File: src/rtl/secded_pkg.sv
// Shared SECDED (16,11) definitions: FSM states, parity bit positions and the encode function.
// The program-2 decoder reuses secded_encode for syndrome generation.
package secded_pkg;

  typedef enum logic [2:0] {
    IDLE  = 3'd0,
    RD_LO = 3'd1,
    RD_HI = 3'd2,
    WR_LO = 3'd3,
    WR_HI = 3'd4,
    FIN   = 3'd5
  } enc_state_t;

  localparam int P0_POS = 0;
  localparam int P1_POS = 1;
  localparam int P2_POS = 2;
  localparam int P4_POS = 4;
  localparam int P8_POS = 8;

  // Data bits fill the non-power-of-two positions; p0 is overall parity over cw[15:1].
  function automatic logic [15:0] secded_encode(logic [11:1] d);
    logic        p8;
    logic        p4;
    logic        p2;
    logic        p1;
    logic        p0;
    logic [15:0] cw;
    p8 = ^d[11:5];
    p4 = (^d[11:8]) ^ (^d[4:2]);
    p2 = d[11] ^ d[10] ^ d[7] ^ d[6] ^ d[4] ^ d[3] ^ d[1];
    p1 = d[11] ^ d[9] ^ d[7] ^ d[5] ^ d[4] ^ d[2] ^ d[1];
    p0 = (^d[11:1]) ^ p8 ^ p4 ^ p2 ^ p1;
    cw          = '0;
    cw[15:9]    = d[11:5];
    cw[P8_POS]  = p8;
    cw[7:5]     = d[4:2];
    cw[P4_POS]  = p4;
    cw[3]       = d[1];
    cw[P2_POS]  = p2;
    cw[P1_POS]  = p1;
    cw[P0_POS]  = p0;
    return cw;
  endfunction

endpackage

File: src/rtl/hamming_enc16.sv
// Combinational Hamming (16,11) SECDED encoder around secded_pkg::secded_encode.
module hamming_enc16
  import secded_pkg::*;
(
  input  logic [11:1] d_i,
  output logic [15:0] cw_o
);

  assign cw_o = secded_encode(d_i);

endmodule

File: src/rtl/secded_enc_engine.sv
// SECDED encode engine: reads NUM_MSG 11-bit messages from memory and writes 16-bit codewords back.
// Optional SECDED_ERR_INJECT_EN adds inj_en/inj_pos to flip one codeword bit per message.
module secded_enc_engine
  import secded_pkg::*;
#(
  parameter int NUM_MSG  = 15,
  parameter int SRC_BASE = 0,
  parameter int DST_BASE = 30,
  parameter int ADDR_W   = 8
) (
  input  logic              clock,
  input  logic              reset_n,
  input  logic              start,
`ifdef SECDED_ERR_INJECT_EN
  input  logic              inj_en,
  input  logic [3:0]        inj_pos,
`endif
  output logic              done,
  output logic [ADDR_W-1:0] mem_addr,
  input  logic [7:0]        mem_rd_data,
  output logic              mem_wr_en,
  output logic [7:0]        mem_wr_data
);

  localparam int                IDX_W    = $clog2(NUM_MSG + 1);
  localparam logic [IDX_W-1:0]  LAST_IDX = IDX_W'(NUM_MSG - 1);

  enc_state_t        state_q, state_d;
  logic [IDX_W-1:0]  idx_q, idx_d;
  logic              done_q, done_d;
  logic [7:0]        lowByte_q;
  logic [15:0]       codeword_q;
  logic [15:0]       encCw;
  logic [15:0]       injMask;
  logic [11:1]       encData;
  logic              runAccept;

  logic [ADDR_W-1:0] srcLoAddr, srcHiAddr, dstLoAddr, dstHiAddr;

  assign runAccept = (state_q == IDLE) && start;

  // Addresses wrap modulo 2^ADDR_W by truncation.
  assign srcLoAddr = ADDR_W'(SRC_BASE + 2 * int'(idx_q));
  assign srcHiAddr = ADDR_W'(SRC_BASE + 2 * int'(idx_q) + 1);
  assign dstLoAddr = ADDR_W'(DST_BASE + 2 * int'(idx_q));
  assign dstHiAddr = ADDR_W'(DST_BASE + 2 * int'(idx_q) + 1);

  assign encData = {mem_rd_data[2:0], lowByte_q};

  hamming_enc16 u_hammingEnc (
    .d_i  (encData),
    .cw_o (encCw)
  );

`ifdef SECDED_ERR_INJECT_EN
  logic       injEn_q;
  logic [3:0] injPos_q;

  always_ff @(posedge clock or negedge reset_n) begin
    if (!reset_n) begin
      injEn_q  <= 1'b0;
      injPos_q <= '0;
    end else if (runAccept) begin
      injEn_q  <= inj_en;
      injPos_q <= inj_pos;
    end
  end

  assign injMask = injEn_q ? (16'h0001 << injPos_q) : 16'h0000;
`else
  assign injMask = 16'h0000;
`endif

  always_ff @(posedge clock or negedge reset_n) begin
    if (!reset_n) begin
      state_q    <= IDLE;
      idx_q      <= '0;
      done_q     <= 1'b0;
      lowByte_q  <= '0;
      codeword_q <= '0;
    end else begin
      state_q <= state_d;
      idx_q   <= idx_d;
      done_q  <= done_d;
      if (state_q == RD_LO) begin
        lowByte_q <= mem_rd_data;
      end
      if (state_q == RD_HI) begin
        codeword_q <= encCw ^ injMask;
      end
    end
  end

  // Moore outputs: the memory interface depends only on state and index.
  always_comb begin
    state_d     = state_q;
    idx_d       = idx_q;
    done_d      = done_q;
    mem_addr    = '0;
    mem_wr_en   = 1'b0;
    mem_wr_data = '0;
    case (state_q)
      IDLE: begin
        if (start) begin
          state_d = RD_LO;
          idx_d   = '0;
          done_d  = 1'b0;
        end
      end
      RD_LO: begin
        mem_addr = srcLoAddr;
        state_d  = RD_HI;
      end
      RD_HI: begin
        mem_addr = srcHiAddr;
        state_d  = WR_LO;
      end
      WR_LO: begin
        mem_addr    = dstLoAddr;
        mem_wr_en   = 1'b1;
        mem_wr_data = codeword_q[7:0];
        state_d     = WR_HI;
      end
      WR_HI: begin
        mem_addr    = dstHiAddr;
        mem_wr_en   = 1'b1;
        mem_wr_data = codeword_q[15:8];
        if (idx_q == LAST_IDX) begin
          state_d = FIN;
        end else begin
          idx_d   = idx_q + IDX_W'(1);
          state_d = RD_LO;
        end
      end
      FIN: begin
        done_d  = 1'b1;
        state_d = IDLE;
      end
      default: begin
        state_d = IDLE;
      end
    endcase
  end

  assign done = done_q;

endmodule

File: config.mk
export PLATFORM = sky130hd
export DESIGN_NAME = secded_enc_engine
export DESIGN_NICKNAME = d
export VERILOG_FILES = /design/src/rtl/secded_pkg.sv /design/src/rtl/hamming_enc16.sv /design/src/rtl/secded_enc_engine.sv
export SDC_FILE = /design/constraint.sdc
export NUM_CORES = 1
export LEC_CHECK = 0
export BUFFER_PORTS_ARGS = -buffer_cell sky130_fd_sc_hd__buf_2
export CAP_MARGIN = 25
export CORE_MARGIN = 5
export CORE_UTILIZATION = 50
export CTS_CLUSTER_DIAMETER = 80
export DETAILED_ROUTE_END_ITERATION = 8
export GPL_ROUTABILITY_DRIVEN = 0
export PLACE_DENSITY = 0.77
export SKIP_CTS_REPAIR_TIMING = 1
export SLEW_MARGIN = 10
export SYNTH_ARGS = -nofsm -noshare
export SYNTH_HDL_FRONTEND = slang
export SYNTH_HIERARCHICAL = 1
export SYNTH_SLANG_ARGS = --single-unit
File: constraint.sdc
create_clock -name clock -period 2 [get_ports clock]
set_clock_uncertainty 0.2 [all_clocks]
set_input_delay 0.1 -clock clock [delete_from_list [all_inputs] [get_ports clock]]
set_output_delay 0.1 -clock clock [all_outputs]
set_load 0.05 [all_outputs]
==> run_results.csv <==
group,metric,value,unit
status,status,"finished clean",
final_layout,final-instance-count-excl-fill,248,
floorplan,floorplan.die_area,0.00518,mm²
cts,cts_root_buf,"clkbuf_8",
sta,period_share,0.975,
synthesis,syn_avg_cell_area,11.8,µm²
setup_path,crit_fanout,5,
final_layout,diodes,0,
grt,grt_pass1_wl,6.67,mm
floorplan,start_util,0.520,
grt,grt_max_degree,33,
setup_path,end_kind,"primary output",
floorplan,io_pins,29,
routing,wl,4.07,mm
final_layout,final_common_cell,"dfrtp_1",
routing,viasPerCell,5.41,
floorplan,die_w,72.0,µm
final_layout,nNetsFinal,213,
setup_path,path_cells,"and3b_2 > nor2_1 > o2bb2ai_1 > clkbuf_4",
setup_path,required,1.70,ns
placed_design,place_ws,-0.0653,ns
cts,cts.sinks,32,
setup_path,crit_slowest_cell,"dfrtp_2",
setup_path,path_class,"reg -> out",
cts,cts.path.max_buffers,2,
grt,track_usage,0.163,
routing,vias,1341,
placed_design,io_buffers,26,
cts,clkTransAtPathRegs,0.07,ns
synthesis,syn_inst,163,
routing,firstDrtPassIters,4,
cts,h-tree-depth,2,
synthesis,yosysTopAreaCell,"dfrtp_1",
final_layout,fill_cells,295,
synthesis,synth_top_area_frac,0.417,
floorplan,rows,22,
setup_path,r2r_slack,0.08,ns
cts,tritoncts,"yes",
grt,grt_antenna_before_repair,0,
sta,hold_viol,0,
grt,grt-ovfl-total,0,
sta,fin_crit,1.95,ns
sta,relSlewSlack,0.524,
routing,post_drt_wl_per_cell,16.4,µm
setup_path,crit_arrival,1.65,ns
sta,slew_violations,0,
synthesis,synth_cell_types,43,
cts,worstSkewPairLatency,0.28,ns
synthesis,synth_area_leaders,"dfrtp_1 42%, buf_4 6.6%, mux2_1 6.5%",
cts,cts_made_buffers,5,
final_layout,area_delta_synth_final,22.2,%
flow_run,cap_viol_max_count,0,
setup_path,start_kind,"register",
setup_path,critPathMaxStageDelay,0.48,ns
synthesis,ys_ff_latch,32,
synthesis,syn_area,0.00192,mm²
sta,finalSetupViolations,0,
floorplan,core_area,0.00369,mm²
setup_path,critical_path_buf_inv_count,1,
synthesis,ys.flop_type,"dfrtp_1",
synthesis,async_flop_share,1.00,
routing,drtAntennaViolNets,0,
setup_path,regToRegStartpoint,"lowByte_q[1]$_DFFE_PN0N_",
synthesis,synth-edff-count,0,
synthesis,ys_seq_area_frac,0.417,
sta,fin_tns_setup,0,ns
sta,finalWorstSetupSlack,0.0504,ns
routing,drc_errors,0,
setup_path,crit_family,"simple AND/OR/NAND/NOR gates",
setup_path,r2r_cells,5,
routing,drtIter0Drc,94,
floorplan,die_h,72.0,µm
final_layout,drive_gt1_frac,0.380,
setup_path,worstReg2RegEnd,"codeword_q[1]$_DFFE_PN0N_",
final_layout,final_cell_mix,"27 x dfrtp_1, 24 x buf_2, 14 x buf_4",
final_layout,post-route-util,0.636,
synthesis,synth_warnings,6,
grt,grt_pass1_vias,1331,
placed_design,place_inst,227,
worst_hold_path,worstHoldPathType,"in -> async",
placed_design,place_hpwl,2.70,mm
sta,max_freq,0.513,GHz
sta,worst_pin_slew,0.714,ns
==> logic make-up (layout without fill, tap and decap cells) <==
logic type / after synthesis / in the layout / synth area share
AO/OA/AOI/OAI: 29 / 29 / 0.115
XOR/XNOR: 20 / 20 / 0.110
adder cells (fa/ha/maj): 3 / 3 / 0.0196
buffers and inverters: 27 / 63 / 0.0913
flip-flops: 32 / 32 / 0.417
multiplexers: 25 / 25 / 0.162
other: 1 / 2 / 0.00195
AND/OR/NAND/NOR: 26 / 26 / 0.0834
==> through the flow <==
stage	area [µm²]	hold slack, ns
after floorplan	1920	-0.396
after global placement	2060	-0.0319
after detailed placement	2060	-0.00927
after CTS	2170	-0.320
after global routing	2340	0.287
final	2340	0.211
==> how the worst max path moves through the flow <==
stage / cells after the start / endpoint / startpoint
4_1_cts: 4 / codeword_q[0]$_DFFE_PN0N_ / lowByte_q[4]$_DFFE_PN0N_
3_5_place_dp: 4 / codeword_q[0]$_DFFE_PN0N_ / lowByte_q[4]$_DFFE_PN0N_
3_3_place_gp: 4 / codeword_q[0]$_DFFE_PN0N_ / lowByte_q[4]$_DFFE_PN0N_
5_1_grt: 5 / mem_addr[4] / state_q[1]$_DFFE_PN0P_
2_1_floorplan: 4 / mem_addr[2] / idx_q[0]$_DFFE_PN0P_
6_report: 4 / mem_addr[2] / state_q[1]$_DFFE_PN0P_
==> cell usage after synthesis (all sizes together) (2+ instances only) <==
cell	instances
xnor3	2
nor3b	2
inv	4
o2bb2ai	3
ha	3
nor2b	2
dfrtp	32
a22o	8
and2	2
o22ai	2
buf	20
xnor2	13
a21boi	2
nor2	6
nand2	3
a31oi	2
nor3	2
a21oi	5
mux2	24
clkbuf	3
xor2	5
nand3	3
nor4	2
==> metal layers <==
| layer | global-route usage | vias to the layer above | wire (µm) |
|---|---|---|---|
| li1 | - | 631 | - |
| met1 | 0.216 | 663 | 1820 |
| met2 | 0.258 | 39 | 1980 |
| met3 | 0.0485 | 8 | 201 |
| met4 | 0.0480 | 0 | 69 |
| met5 | 0 | - | 0 |
==> flip-flops by register name, indices dropped and copies added (netlist names) <==
name,count
lowByte_q,8
idx_q,4
codeword_q,16
state_q,3
done,1
==> area by class of cell <==
class	instances	area, µm²	area share
flip-flops and latches	32	807	0.344
clock inverters	3	42.5	0.0181
clock buffers	5	68.8	0.0293
multi-input cells	105	978	0.417
well taps	48	60.1	0.0256
repair buffers	51	373	0.159
inverters	4	15.0	0.00640
Power is not shown: default switching activity piles up to over one toggle a cycle in this logic, so the estimate is an artifact.
